<file path="config.mk">
export PLATFORM = sky130hd
export DESIGN_NAME = gelato_scoreboard
export DESIGN_NICKNAME = d
export VERILOG_FILES = /design/src/rtl/gelato_scoreboard_pkg.sv /design/src/rtl/gelato_rr_arbiter.sv /design/src/rtl/gelato_scoreboard.sv
export SDC_FILE = /design/constraint.sdc
export NUM_CORES = 1
export LEC_CHECK = 0
export CORE_UTILIZATION = 47
export DETAILED_ROUTE_END_ITERATION = 10
export PLACE_DENSITY = 0.75
export SYNTH_ARGS = -nofsm -noshare
export SYNTH_HDL_FRONTEND = slang
export SYNTH_SLANG_ARGS = --single-unit
</file>
<file path="constraint.sdc">
create_clock -name clk -period 12.44 [get_ports clk]
set_input_delay 1.244 -clock clk [delete_from_list [all_inputs] [get_ports clk]]
set_output_delay 1.244 -clock clk [all_outputs]
set_load 0.005 [all_outputs]
</file>
<file path="src/rtl/gelato_scoreboard_pkg.sv">
// Shared types and default sizes for the Gelato SM per-warp register scoreboard.
// The table typedef is also used by the warp scheduler's scoreboard interface.
package gelato_scoreboard_pkg;

    localparam int WARP_NUM_DEF = 4;
    localparam int SB_SIZE_DEF  = 4;
    localparam int WB_PORTS_DEF = 3;
    localparam int REG_W_DEF    = 5;
    localparam int WARP_W_DEF   = $clog2(WARP_NUM_DEF);

    typedef logic [REG_W_DEF-1:0]  reg_num_t;
    typedef logic [WARP_W_DEF-1:0] warp_num_t;
    typedef reg_num_t              sb_entry_t;

    typedef sb_entry_t [WARP_NUM_DEF-1:0][SB_SIZE_DEF-1:0] sb_table_t;

endpackage

</file>
<file path="src/rtl/gelato_rr_arbiter.sv">
// Round-robin arbiter: searches from the last grant + 1 with wrap-around.
// The pointer only advances on a grant, so an idle cycle keeps the fairness order.
module gelato_rr_arbiter #(
    parameter int N = 3,
    localparam int PW = (N > 1) ? $clog2(N) : 1
) (
    input  logic          clk,
    input  logic          rst,
    input  logic          en,
    input  logic [N-1:0]  req,
    output logic [N-1:0]  gnt,
    output logic          gnt_valid,
    output logic [PW-1:0] gnt_idx
);

    localparam int unsigned NU = N;

    logic [PW-1:0] ptr_q, ptr_d;
    logic [PW-1:0] cand;

    always_comb begin
        gnt       = '0;
        gnt_valid = 1'b0;
        gnt_idx   = ptr_q;
        cand      = '0;
        for (int unsigned off = 1; off <= NU; off++) begin
            cand = PW'((32'(ptr_q) + off) % NU);
            if (en && !gnt_valid && req[cand]) begin
                gnt_valid = 1'b1;
                gnt_idx   = cand;
            end
        end
        if (gnt_valid) begin
            gnt[gnt_idx] = 1'b1;
        end
        ptr_d = gnt_valid ? gnt_idx : ptr_q;
    end

    always_ff @(posedge clk or posedge rst) begin
        if (rst) begin
            ptr_q <= PW'(N - 1);
        end else begin
            ptr_q <= ptr_d;
        end
    end

endmodule

</file>
<file path="src/rtl/gelato_scoreboard.sv">
// Per-warp register scoreboard: records issued destination registers and clears
// them on writeback, with one shared release path arbitrated round-robin.
module gelato_scoreboard
    import gelato_scoreboard_pkg::*;
#(
    parameter int WARP_NUM = WARP_NUM_DEF,
    parameter int SB_SIZE  = SB_SIZE_DEF,
    parameter int WB_PORTS = WB_PORTS_DEF,
    parameter int REG_W    = REG_W_DEF,
    parameter int WARP_W   = $clog2(WARP_NUM)
) (
    input  logic                                     clk,
    input  logic                                     rst,
    input  logic                                     rdy,
    input  logic                                     alloc_valid,
    input  logic [WARP_W-1:0]                        alloc_warp,
    input  logic [REG_W-1:0]                         alloc_rd,
    output logic                                     alloc_ready,
    input  logic [WB_PORTS-1:0]                      wb_valid,
    input  logic [WB_PORTS-1:0][WARP_W-1:0]          wb_warp,
    input  logic [WB_PORTS-1:0][REG_W-1:0]           wb_rd,
    output logic [WB_PORTS-1:0]                      wb_ready,
    output logic [WARP_NUM-1:0][SB_SIZE-1:0][REG_W-1:0] regs,
    output logic [WARP_NUM-1:0]                      full,
    output logic                                     err
);

    localparam int IW = (WB_PORTS > 1) ? $clog2(WB_PORTS) : 1;
    localparam int SW = (SB_SIZE > 1) ? $clog2(SB_SIZE) : 1;
    localparam int unsigned SBU = SB_SIZE;
    localparam int unsigned WNU = WARP_NUM;

    logic [WARP_NUM-1:0][SB_SIZE-1:0][REG_W-1:0] table_q, table_d;
    logic [WARP_NUM-1:0] full_q, full_d;
    logic                err_q, err_d;

    logic [WB_PORTS-1:0] gnt;
    logic                gnt_valid;
    logic [IW-1:0]       gnt_idx;

    logic                alloc_hs;
    logic [WARP_W-1:0]   rel_warp;
    logic [REG_W-1:0]    rel_rd;
    logic                free_found, match_found;
    logic [SW-1:0]       free_idx, match_idx;

    gelato_rr_arbiter #(.N(WB_PORTS)) u_wb_arb (
        .clk       (clk),
        .rst       (rst),
        .en        (rdy),
        .req       (wb_valid),
        .gnt       (gnt),
        .gnt_valid (gnt_valid),
        .gnt_idx   (gnt_idx)
    );

    always_comb begin
        alloc_ready = rdy && (alloc_rd == '0 || !full_q[alloc_warp]);
        alloc_hs    = alloc_valid && alloc_ready;
        rel_warp    = wb_warp[gnt_idx];
        rel_rd      = wb_rd[gnt_idx];

        // Both searches look at pre-edge state so a slot freed this cycle is not reused.
        free_found  = 1'b0;
        free_idx    = '0;
        match_found = 1'b0;
        match_idx   = '0;
        for (int unsigned s = 0; s < SBU; s++) begin
            if (!free_found && table_q[alloc_warp][SW'(s)] == '0) begin
                free_found = 1'b1;
                free_idx   = SW'(s);
            end
            if (!match_found && table_q[rel_warp][SW'(s)] == rel_rd) begin
                match_found = 1'b1;
                match_idx   = SW'(s);
            end
        end

        table_d = table_q;
        err_d   = err_q;
        if (gnt_valid) begin
            if (rel_rd != '0 && match_found) begin
                table_d[rel_warp][match_idx] = '0;
            end else begin
                err_d = 1'b1;
            end
        end
        if (alloc_hs && alloc_rd != '0 && free_found) begin
            table_d[alloc_warp][free_idx] = alloc_rd;
        end

        full_d = '0;
        for (int unsigned w = 0; w < WNU; w++) begin
            full_d[WARP_W'(w)] = 1'b1;
            for (int unsigned s = 0; s < SBU; s++) begin
                if (table_d[WARP_W'(w)][SW'(s)] == '0) begin
                    full_d[WARP_W'(w)] = 1'b0;
                end
            end
        end
    end

    always_ff @(posedge clk or posedge rst) begin
        if (rst) begin
            table_q <= '0;
            full_q  <= '0;
            err_q   <= 1'b0;
        end else begin
            table_q <= table_d;
            full_q  <= full_d;
            err_q   <= err_d;
        end
    end

    assign wb_ready = gnt;
    assign regs     = table_q;
    assign full     = full_q;
    assign err      = err_q;

endmodule

</file>
==> results of run 1 <==
[worst register-to-register path, cell delays in order (launching register included)]
cell	delay, ns
dfstp_2	0.60
inv_1	0.11
ha_1	0.32
and3b_1	0.34
a21oi_4	0.09
a2111oi_2	0.43
a211o_1	0.49
mux2_4	0.69
mux2i_1	0.35
xnor2_1	0.16
nor4_1	0.09
o22ai_1	0.33
nand2_1	0.22
or4_1	0.65
a22o_1	0.29
[layout by cell type (no fill, tap or decap), types with 2 or more instances in the layout]
cell type          n
clkdlybuf4s50_1  123
dfrtp_1           86
a22o_1            80
mux2i_1           44
nand2_1           40
nor2_1            40
xnor2_1           35
a21oi_1           19
or4_1             18
nor3_1            16
o21ai_0           13
o211ai_1          10
nor4_1             9
clkbuf_16          9
nand3_1            8
inv_1              7
o21a_1             6
and2_1             6
nand2b_1           5
a211oi_1           5
o2bb2ai_2          5
ha_1               4
a21o_1             3
a211o_1            3
nand3b_1           3
mux4_2             3
a22oi_1            3
o2111a_1           3
buf_4              3
o21bai_1           2
mux2_4             2
and3b_1            2
o21ai_1            2
o2111ai_1          2
nand4_1            2
and4b_1            2
o211a_1            2
clkinv_2           2
[flip-flops by register name (all words and copies together), names as in the netlist]
name / flops
err: 1
full: 4
regs: 80
u_wb_arb.ptr_q: 2
[stage by stage]
| step | setup slack (ns) | instances | cell area (um2) |
|---|---|---|---|
| final | 6.76 | 799 | 7070 |
| after global routing | 6.55 | 799 | 7070 |
| after CTS | 6.83 | 799 | 7070 |
| after detailed placement | 6.48 | 785 | 6780 |
| after global placement | 6.54 | 785 | 6780 |
| after floorplan | 7.93 | 545 | 5510 |
[per-layer routing]
metal / vias up / share of wire (%)
met5: - / 0
li1: 2304 / -
met1: 2622 / 41
met2: 307 / 48
met3: 53 / 8.4
met4: 0 / 2.6
[final timing paths]
kind / start / endpoint / depth (start not counted)
min in group asynchronous: rst / regs[6] / 3
min reg2reg: err / err / 1
max in group asynchronous: rst / regs[37] / 3
min: err / err / 1
max reg2reg: u_wb_arb.ptr_q[1] / regs[53] / 14
max: wb_valid[2] / regs[53] / 13
[where the power goes]
group / total, uW / internal (uW) / switching (uW)
clock: 272 / 159 / 113
combinational: 1660 / 803 / 857
sequential: 564 / 409 / 155
[area by class of cell]
| cell class | instances | area [um2] |
|---|---|---|
| Fill cell | 982 | 4350 |
| Multi-Input combinational cell | 420 | 3140 |
| Sequential cell | 87 | 2180 |
| Timing Repair Buffer | 126 | 1250 |
| Clock buffer | 11 | 243 |
| Tap cell | 143 | 179 |
| Clock inverter | 3 | 43.8 |
| Inverter | 9 | 35.0 |
[cell families after synthesis]
group	count (synthesis)	share of synthesized area, %
multiplexers	49	9.76
AO/OA/AOI/OAI	174	25.8
flip-flops	87	39.5
AND/OR/NAND/NOR	158	14.9
adder cells (fa/ha/maj)	4	0.908
buffers and inverters	38	3.56
XOR/XNOR	35	5.56
==> results.yml, run 1 <==
outcome:
  run_status: "complete, no violations"
final_layout:
  antennaDiodeCount: 0
  area_growth_pct: 28.3
  final_layout_size_suffix_gt1_share_pct: 5.79
  post-route-util_pct: 61.9
  final_nets: 692
clock_tree:
  cts.path.max_buffers: 2
  cts_resized: 0
  cts_tree: "built"
  root_buffer: "clkbuf_16"
  cts_num_sinks: 87
  clk_latency_ns: 0.35
  htreeDepth: 3
  cts.clk_slew.worst_paths_ns: 0.06
  cts_buffers: 9
  cts_setup_buffers: 0
  holdBufCountCts: 0
detailed_routing:
  wl_per_cell_um: 23.2
  via_count: 5286
  post_drt_via_cell_ratio: 6.62
  dr.pass1.iters: 5
  post-route-drc-count: 0
  drt_wl_total_mm: 18.5
  drtIter0Drc: 560
  ant_nets: 0
min_path:
  hold_class: "register to register"
worst_setup_path:
  slowest_delay_ns: 0.69
  critical_path_class: "primary input to register"
  reg2reg_setup_slack_ns: 7.20
  cp-end-kind: "register"
  arrival_ns: 5.91
  worst_setup_path_start_kind: "primary input"
  worstPathRequired_ns: 12.67
  cp_slowest_cell: "mux2_4"
  crit_fanout: 39
  crit_chain: "clkdlybuf4s50_1 > nand2b_1 > nand3_1 > a2111oi_2 > a211o_1 > mux2_4 > mux2i_1 > xnor2_1 > nor4_1 > o22ai_1 > nand2_1 > or4_1 > a22o_1"
  cp_top_family: "compound AO/OA/AOI/OAI gates"
  crit_buf_inv: 1
floorplanning:
  initial_core_util_pct: 48.3
  rows: 39
  io_pins: 124
  die-area_um2: 12200
  die_h_um: 110
  core_um2: 11400
  die_w_um: 110
synth:
  synth.top_cells.by_area: "dfrtp_1 (39%), a22o_1 (13%), mux2i_1 (8.0%)"
  synthArstFlopShare_pct: 100
  syn_area_per_cell_um2: 10.1
  synthFlopType: "dfrtp_1"
  ys_warn_count: 0
  synth_common_cells: "dfrtp_1 (86), a22o_1 (80), mux2i_1 (44)"
  syn-cell-area_um2: 5510
  yosys_register_bits: 87
  ys_seq_area_share_pct: 39.5
  synthCells: 545
  synth-edff-count: 0
  synthesis.nets: 584
  synth_top_area_share_pct: 39.0
  synth_cell_types: 63
  synth.largest_area_cell: "dfrtp_1"
  yosysMostFrequentCell: "dfrtp_1"
sta:
  hold_ws_ns: 0.500
  hold_violations: 0
  slew_violations: 0
  post-route-period-util_pct: 45.6
  period_needed_ns: 5.68
  finClkSkew_ns: 0.00783
  fmax_ghz: 0.176
  tightestPinTransition_ns: 1.10
  tns_ns: 0
  setup_violations: 0
  rsz0062_at_grt: "false"
  relSlewSlack_pct: 26.4
grt:
  grt_remaining_overflow: 0
  grt_pass1_vias: 5206
  grt_pass1_wl_mm: 28.3
  grt_util_met3_pct: 6.11
  grtUsageMet2_pct: 51.3
  track_usage_pct: 31.5
  grt_max_degree: 88
  antenna_found_initial: 0
  use_met1_pct: 41.0
  busiest_layer: "met2"
pwr:
  power.density_nw_per_um2: 353
  ir_worst_vdd_mv: 0.176
  p_leak_uw: 0.00291
  power_uw: 2500
placement:
  place_congestion: 0.944
  port_buffers: 123
  hpwlAfterDp_mm: 13.1
flow_run:
  maxCapViolCount: 0
(Power assumes the default switching activity.)
==> run 2, diff against run 1 <==
==> constraint.sdc (replaced) <==
create_clock -name clk -period 5.4 [get_ports clk]
set_input_delay 0.54 -clock clk [delete_from_list [all_inputs] [get_ports clk]]
set_output_delay 0.54 -clock clk [all_outputs]
set_load 0.005 [all_outputs]
==> results.yml, run 2 (same netlist as run 1, synthesis figures left out) <==
outcome:
  run_status: "complete, no violations"
sta:
  post-route-period-util_pct: 95.3
  tns_ns: 0
  setup_violations: 0
  period_needed_ns: 5.15
  fmax_ghz: 0.194
  hold_violations: 0
  relSlewSlack_pct: 37.3
  finClkSkew_ns: 0.00950
  tightestPinTransition_ns: 0.933
  slew_violations: 0
  rsz0062_at_grt: "false"
worst_setup_path:
  worstPathRequired_ns: 5.63
  crit_chain: "inv_1 > ha_1 > and3b_1 > a21oi_4 > a2111oi_2 > a211o_1 > mux2_4 > mux2i_1 > xnor2_1 > nor3_1 > o22ai_1 > nand2_1 > or4_1 > a22o_1"
  cp_slowest_cell: "or4_1"
  crit_fanout: 39
  worst_setup_path_start_kind: "register"
  slowest_delay_ns: 0.66
  crit_buf_inv: 1
  critical_path_class: "register to register"
  cp_top_family: "compound AO/OA/AOI/OAI gates"
  arrival_ns: 5.37
  cp.depth: 14
  reg2reg_setup_slack_ns: 0.25
  timing.reg2reg.worst_path_depth: 14
  cp-end-kind: "register"
detailed_routing:
  drtIter0Drc: 503
  via_count: 5220
  wl_per_cell_um: 22.8
  post_drt_via_cell_ratio: 6.44
  drt_wl_total_mm: 18.5
  post-route-drc-count: 0
  ant_nets: 0
  dr.pass1.iters: 5
flow_run:
  maxCapViolCount: 0
grt:
  busiest_layer: "met2"
  use_met1_pct: 42.4
  grt_pass1_vias: 5211
  antenna_found_initial: 0
  grt_max_degree: 51
  grt_pass1_wl_mm: 28.2
  grt_util_met3_pct: 5.00
  grtUsageMet2_pct: 50.4
  grt_remaining_overflow: 0
  track_usage_pct: 31.3
floorplanning:
  initial_core_util_pct: 48.3
  io_pins: 124
  die_h_um: 110
  die-area_um2: 12200
  rows: 39
  core_um2: 11400
  die_w_um: 110
clock_tree:
  clk_latency_ns: 0.35
  cts.path.max_buffers: 2
  cts.clk_slew.worst_paths_ns: 0.07
  cts_setup_buffers: 0
  cts_buffers: 9
  htreeDepth: 3
  root_buffer: "clkbuf_16"
  cts_resized: 0
  cts_num_sinks: 87
  cts_tree: "built"
  holdBufCountCts: 0
min_path:
  holdPathStages: 1
  hold_class: "register to register"
final_layout:
  final_nets: 702
  fillCellCount: 987
  post-route-util_pct: 62.5
  final_layout_size_suffix_gt1_share_pct: 7.49
  final_common_cell: "clkdlybuf4s50_1"
  antennaDiodeCount: 0
  regArea_um2: 2180
  area_growth_pct: 29.4
  multi_input_area_um2: 3140
  largest_reg_flops: 80
  layout_common_cells: "clkdlybuf4s50_1 (123), dfrtp_1 (86), a22o_1 (80)"
pwr:
  p_clk_share_pct: 10.2
  ir_worst_vdd_mv: 0.381
  switchingPower_uw: 2610
  switching_share_pct: 45.2
  p_int_uw: 3170
  seq_power_share_pct: 22.6
  p_leak_uw: 0.00294
  power.density_nw_per_um2: 811
  pwr-share-comb_pct: 67.2
  power_uw: 5780
placement:
  hpwlAfterDp_mm: 13.4
  port_buffers: 123
  place_congestion: 0.924
==> run 2: through the flow <==
stage / instance area, um2 / hold WS [ns] / std cells / worst slack (ns)
2_1_floorplan: 5510 / 0.451 / 545 / 1.24
3_3_place_gp: 6860 / 0.457 / 795 / 0.401
3_5_place_dp: 6860 / 0.470 / 795 / 0.285
4_1_cts: 7130 / 0.483 / 811 / 0.354
5_1_grt: 7130 / 0.491 / 811 / 0.0564
6_report: 7130 / 0.481 / 811 / 0.253
==> run 2: path summary, 6_finish.rpt <==
check                      endpoint               from
max                        regs[13]  u_wb_arb.ptr_q[1]
min                             err                err
max reg2reg                regs[13]  u_wb_arb.ptr_q[1]
min reg2reg                     err                err
max in group asynchronous  regs[74]                rst
min in group asynchronous  regs[62]                rst
==> run 2: routing by layer <==
| layer | share of wire (%) | vias up |
|---|---|---|
| li1 | - | 2333 |
| met1 | 43 | 2570 |
| met2 | 48 | 275 |
| met3 | 6.8 | 42 |
| met4 | 2.6 | 0 |
| met5 | 0 | - |
==> run 2: layout make-up <==
type	count	area share, %
well taps	143	2.51
clock inverters	6	0.632
repair buffers	136	18.6
clock buffers	10	3.21
inverters	9	0.491
multi-input cells	420	44.0
flip-flops and latches	87	30.5
==> run 2: power groups by stage <==
stage               clock network (uW)  registers (uW)  logic [uW]
floorplan                            0            1210        2620
global placement                     0            1300        3750
detailed placement                   0            1300        3820
CTS                                591            1300        3840
global route                       614            1340        4170
finish                             587            1310        3890
==> run 2: worst register-to-register path, cell delays in order (launching register included) <==
cell,delay (ns)
dfstp_2,0.60
inv_1,0.11
ha_1,0.30
and3b_1,0.32
a21oi_4,0.07
a2111oi_2,0.40
a211o_1,0.48
mux2_4,0.65
mux2i_1,0.34
xnor2_1,0.14
nor3_1,0.07
o22ai_1,0.35
nand2_1,0.21
or4_1,0.66
a22o_1,0.30
==> run 3, diff against run 2 <==
--- a/config.mk
+++ b/config.mk
@@ -10,4 +10,5 @@
 export PLACE_DENSITY = 0.75
 export SYNTH_ARGS = -nofsm -noshare
 export SYNTH_HDL_FRONTEND = slang
+export SYNTH_HIERARCHICAL = 1
 export SYNTH_SLANG_ARGS = --single-unit
==> results.yml, run 3 <==
final_layout:
  final_common_cell: "clkdlybuf4s50_1"
  area_growth_pct: 33.6
  largest_reg_flops: 80
  post-route-util_pct: 64.3
  final_layout_size_suffix_gt1_share_pct: 11.0
  finalNonFillerCells: 809
  layout_common_cells: "clkdlybuf4s50_1 (123), dfrtp_1 (86), a22o_1 (80)"
  antennaDiodeCount: 0
  final_nets: 700
clock_tree:
  cts_tree: "built"
  cts.clk_slew.worst_paths_ns: 0.06
  cts.path.max_buffers: 2
  cts_buffers: 9
  cts_setup_buffers: 0
  htreeDepth: 3
  cts_num_sinks: 87
  clk_latency_ns: 0.35
  cts_resized: 0
  holdBufCountCts: 0
  root_buffer: "clkbuf_16"
flow_run:
  maxCapViolCount: 0
pwr:
  p_leak_uw: 0.00303
  power.density_nw_per_um2: 867
  ir_worst_vdd_mv: 0.479
floorplanning:
  initial_core_util_pct: 48.1
  io_pins: 124
  die_h_um: 110
  die-area_um2: 12100
  core_um2: 11400
  die_w_um: 110
  rows: 39
worst_setup_path:
  timing.rr.start: "u_wb_arb/ptr_q[0]"
  cp-end-kind: "register"
  critical_path_class: "register to register"
  worst_setup_path_start_kind: "register"
  crit_fanout: 18
  reg2reg_setup_slack_ns: 0.37
  worstPathRequired_ns: 5.62
  timing.reg2reg.worst_path_depth: 17
  r2r-end: "regs[46]"
  arrival_ns: 5.25
detailed_routing:
  wl_per_cell_um: 22.5
  ant_nets: 0
  post-route-drc-count: 0
  drtIter0Drc: 384
  dr.pass1.iters: 5
  post_drt_via_cell_ratio: 6.39
  drt_wl_total_mm: 18.2
  via_count: 5167
sta:
  tns_ns: 0
  layout_setup_ws_ns: 0.368
  post-route-period-util_pct: 93.2
  period_needed_ns: 5.03
  relSlewSlack_pct: 28.9
  hold_violations: 0
  setup_violations: 0
  tightestPinTransition_ns: 1.07
  rsz0062_at_grt: "false"
  fmax_ghz: 0.199
  finClkSkew_ns: 0.0128
  slew_violations: 0
grt:
  grt_pass1_vias: 5117
  grt_remaining_overflow: 0
  antenna_found_initial: 0
  track_usage_pct: 31.2
  grt_max_degree: 86
  grt_pass1_wl_mm: 27.9
synth:
  yosys_register_bits: 87
  synth_common_cells: "dfrtp_1 (86), a22o_1 (80), mux2i_1 (55)"
  synthMuxAreaShare_pct: 12.4
  ys_warn_count: 6
  synth-edff-count: 0
  yosysMostFrequentCell: "dfrtp_1"
  synth_top_family_by_area: "compound AO/OA/AOI/OAI gates"
  synthCells: 524
  synthesis.nets: 563
  syn-cell-area_um2: 5470
  syn_area_per_cell_um2: 10.4
  synthAdderAreaFrac_pct: 0.914
  ys_seq_area_share_pct: 39.8
  synth-simple-area-share_pct: 16.3
  synth_top_area_share_pct: 39.3
  synth-compound-area-share_pct: 23.3
  synthXorXnorAreaFrac_pct: 4.16
  synth.top_cells.by_area: "dfrtp_1 (39%), a22o_1 (13%), mux2i_1 (10%)"
  synth_cell_types: 66
  synth.largest_area_cell: "dfrtp_1"
  synthArstFlopShare_pct: 100
  synthFlopType: "dfrtp_1"
placement:
  port_buffers: 123
  place_ws_ns: 0.255
  dp_cells: 793
  hpwlAfterDp_mm: 13.1
  place_congestion: 0.964
min_path:
  hold_class: "primary input to asynchronous set/reset pin"
outcome:
  run_status: "complete, no violations"
-- run 3: power by group --
| group | internal (uW) | switching [uW] | leakage [uW] |
|---|---|---|---|
| registers | 935 | 389 | 0.00111 |
| logic | 2130 | 2180 | 0.00175 |
| clock network | 433 | 262 | 0.000163 |
| total | 3500 | 2840 | 0.00303 |
-- run 3: layer usage --
metal / up-vias / track usage [%] / wire length, um
met3: 38 / 6.16 / 1500
met4: 0 / 11.8 / 466
met5: - / 0 / 0
li1: 2310 / - / -
met2: 267 / 50.2 / 8490
met1: 2552 / 41.5 / 7780
-- run 3: worst max path at each step --
stage	from	to	slack, ns	cells past startpoint
finish	u_wb_arb/ptr_q[0]	regs[46]	0.37	17
global route	u_wb_arb/ptr_q[0]	regs[47]	0.12	17
CTS	u_wb_arb/ptr_q[0]	regs[46]	0.43	17
detailed placement	wb_valid[1]	regs[46]	0.26	16
global placement	wb_valid[1]	regs[9]	0.43	16
floorplan	u_wb_arb/ptr_q[1]	regs[45]	0.89	16
-- run 3: layout make-up --
cell class              count  area [um2]
clock buffers              12         256
flip-flops and latches     87        2180
fillers                   932        4060
inverters                  10        38.8
repair buffers            151        1450
well taps                 143         179
clock inverters             4        77.6
multi-input cells         402        3130
-- run 3: kinds of logic (layout without fill, tap and decap cells) --
logic type                 count (synthesis)  count (layout)
AOI/OAI and AO/OA                        152             152
xor gates and xnor gates                  26              26
adders and majority gates                  4               4
buffers and inverters                     35             177
DFF                                       87              87
muxes                                     62              62
and+or+nand+nor                          158             158
-- run 3: critical path: stages (launching register included) --
cell	delay (ns)
dfrtp_1	0.40
inv_1	0.09
ha_1	0.47
nand2_1	0.12
o22ai_2	0.26
o2111ai_1	0.17
o311a_1	0.17
o31ai_2	0.31
buf_12	0.20
mux2i_1	0.44
o21ai_4	0.12
mux4_2	0.31
xor2_1	0.16
or4_4	0.56
nor4_4	0.38
and2b_2	0.29
nand2_1	0.17
a22o_1	0.28
-- run 3: through the flow --
| stage | total power [uW] | instance area (um2) | hold WS, ns |
|---|---|---|---|
| 2_1_floorplan | 4060 | 5470 | 0.280 |
| 3_3_place_gp | 5500 | 6980 | 0.445 |
| 3_5_place_dp | 5560 | 6980 | 0.450 |
| 4_1_cts | 6290 | 7310 | 0.407 |
| 5_1_grt | 6710 | 7310 | 0.428 |
| 6_report | 6340 | 7310 | 0.410 |
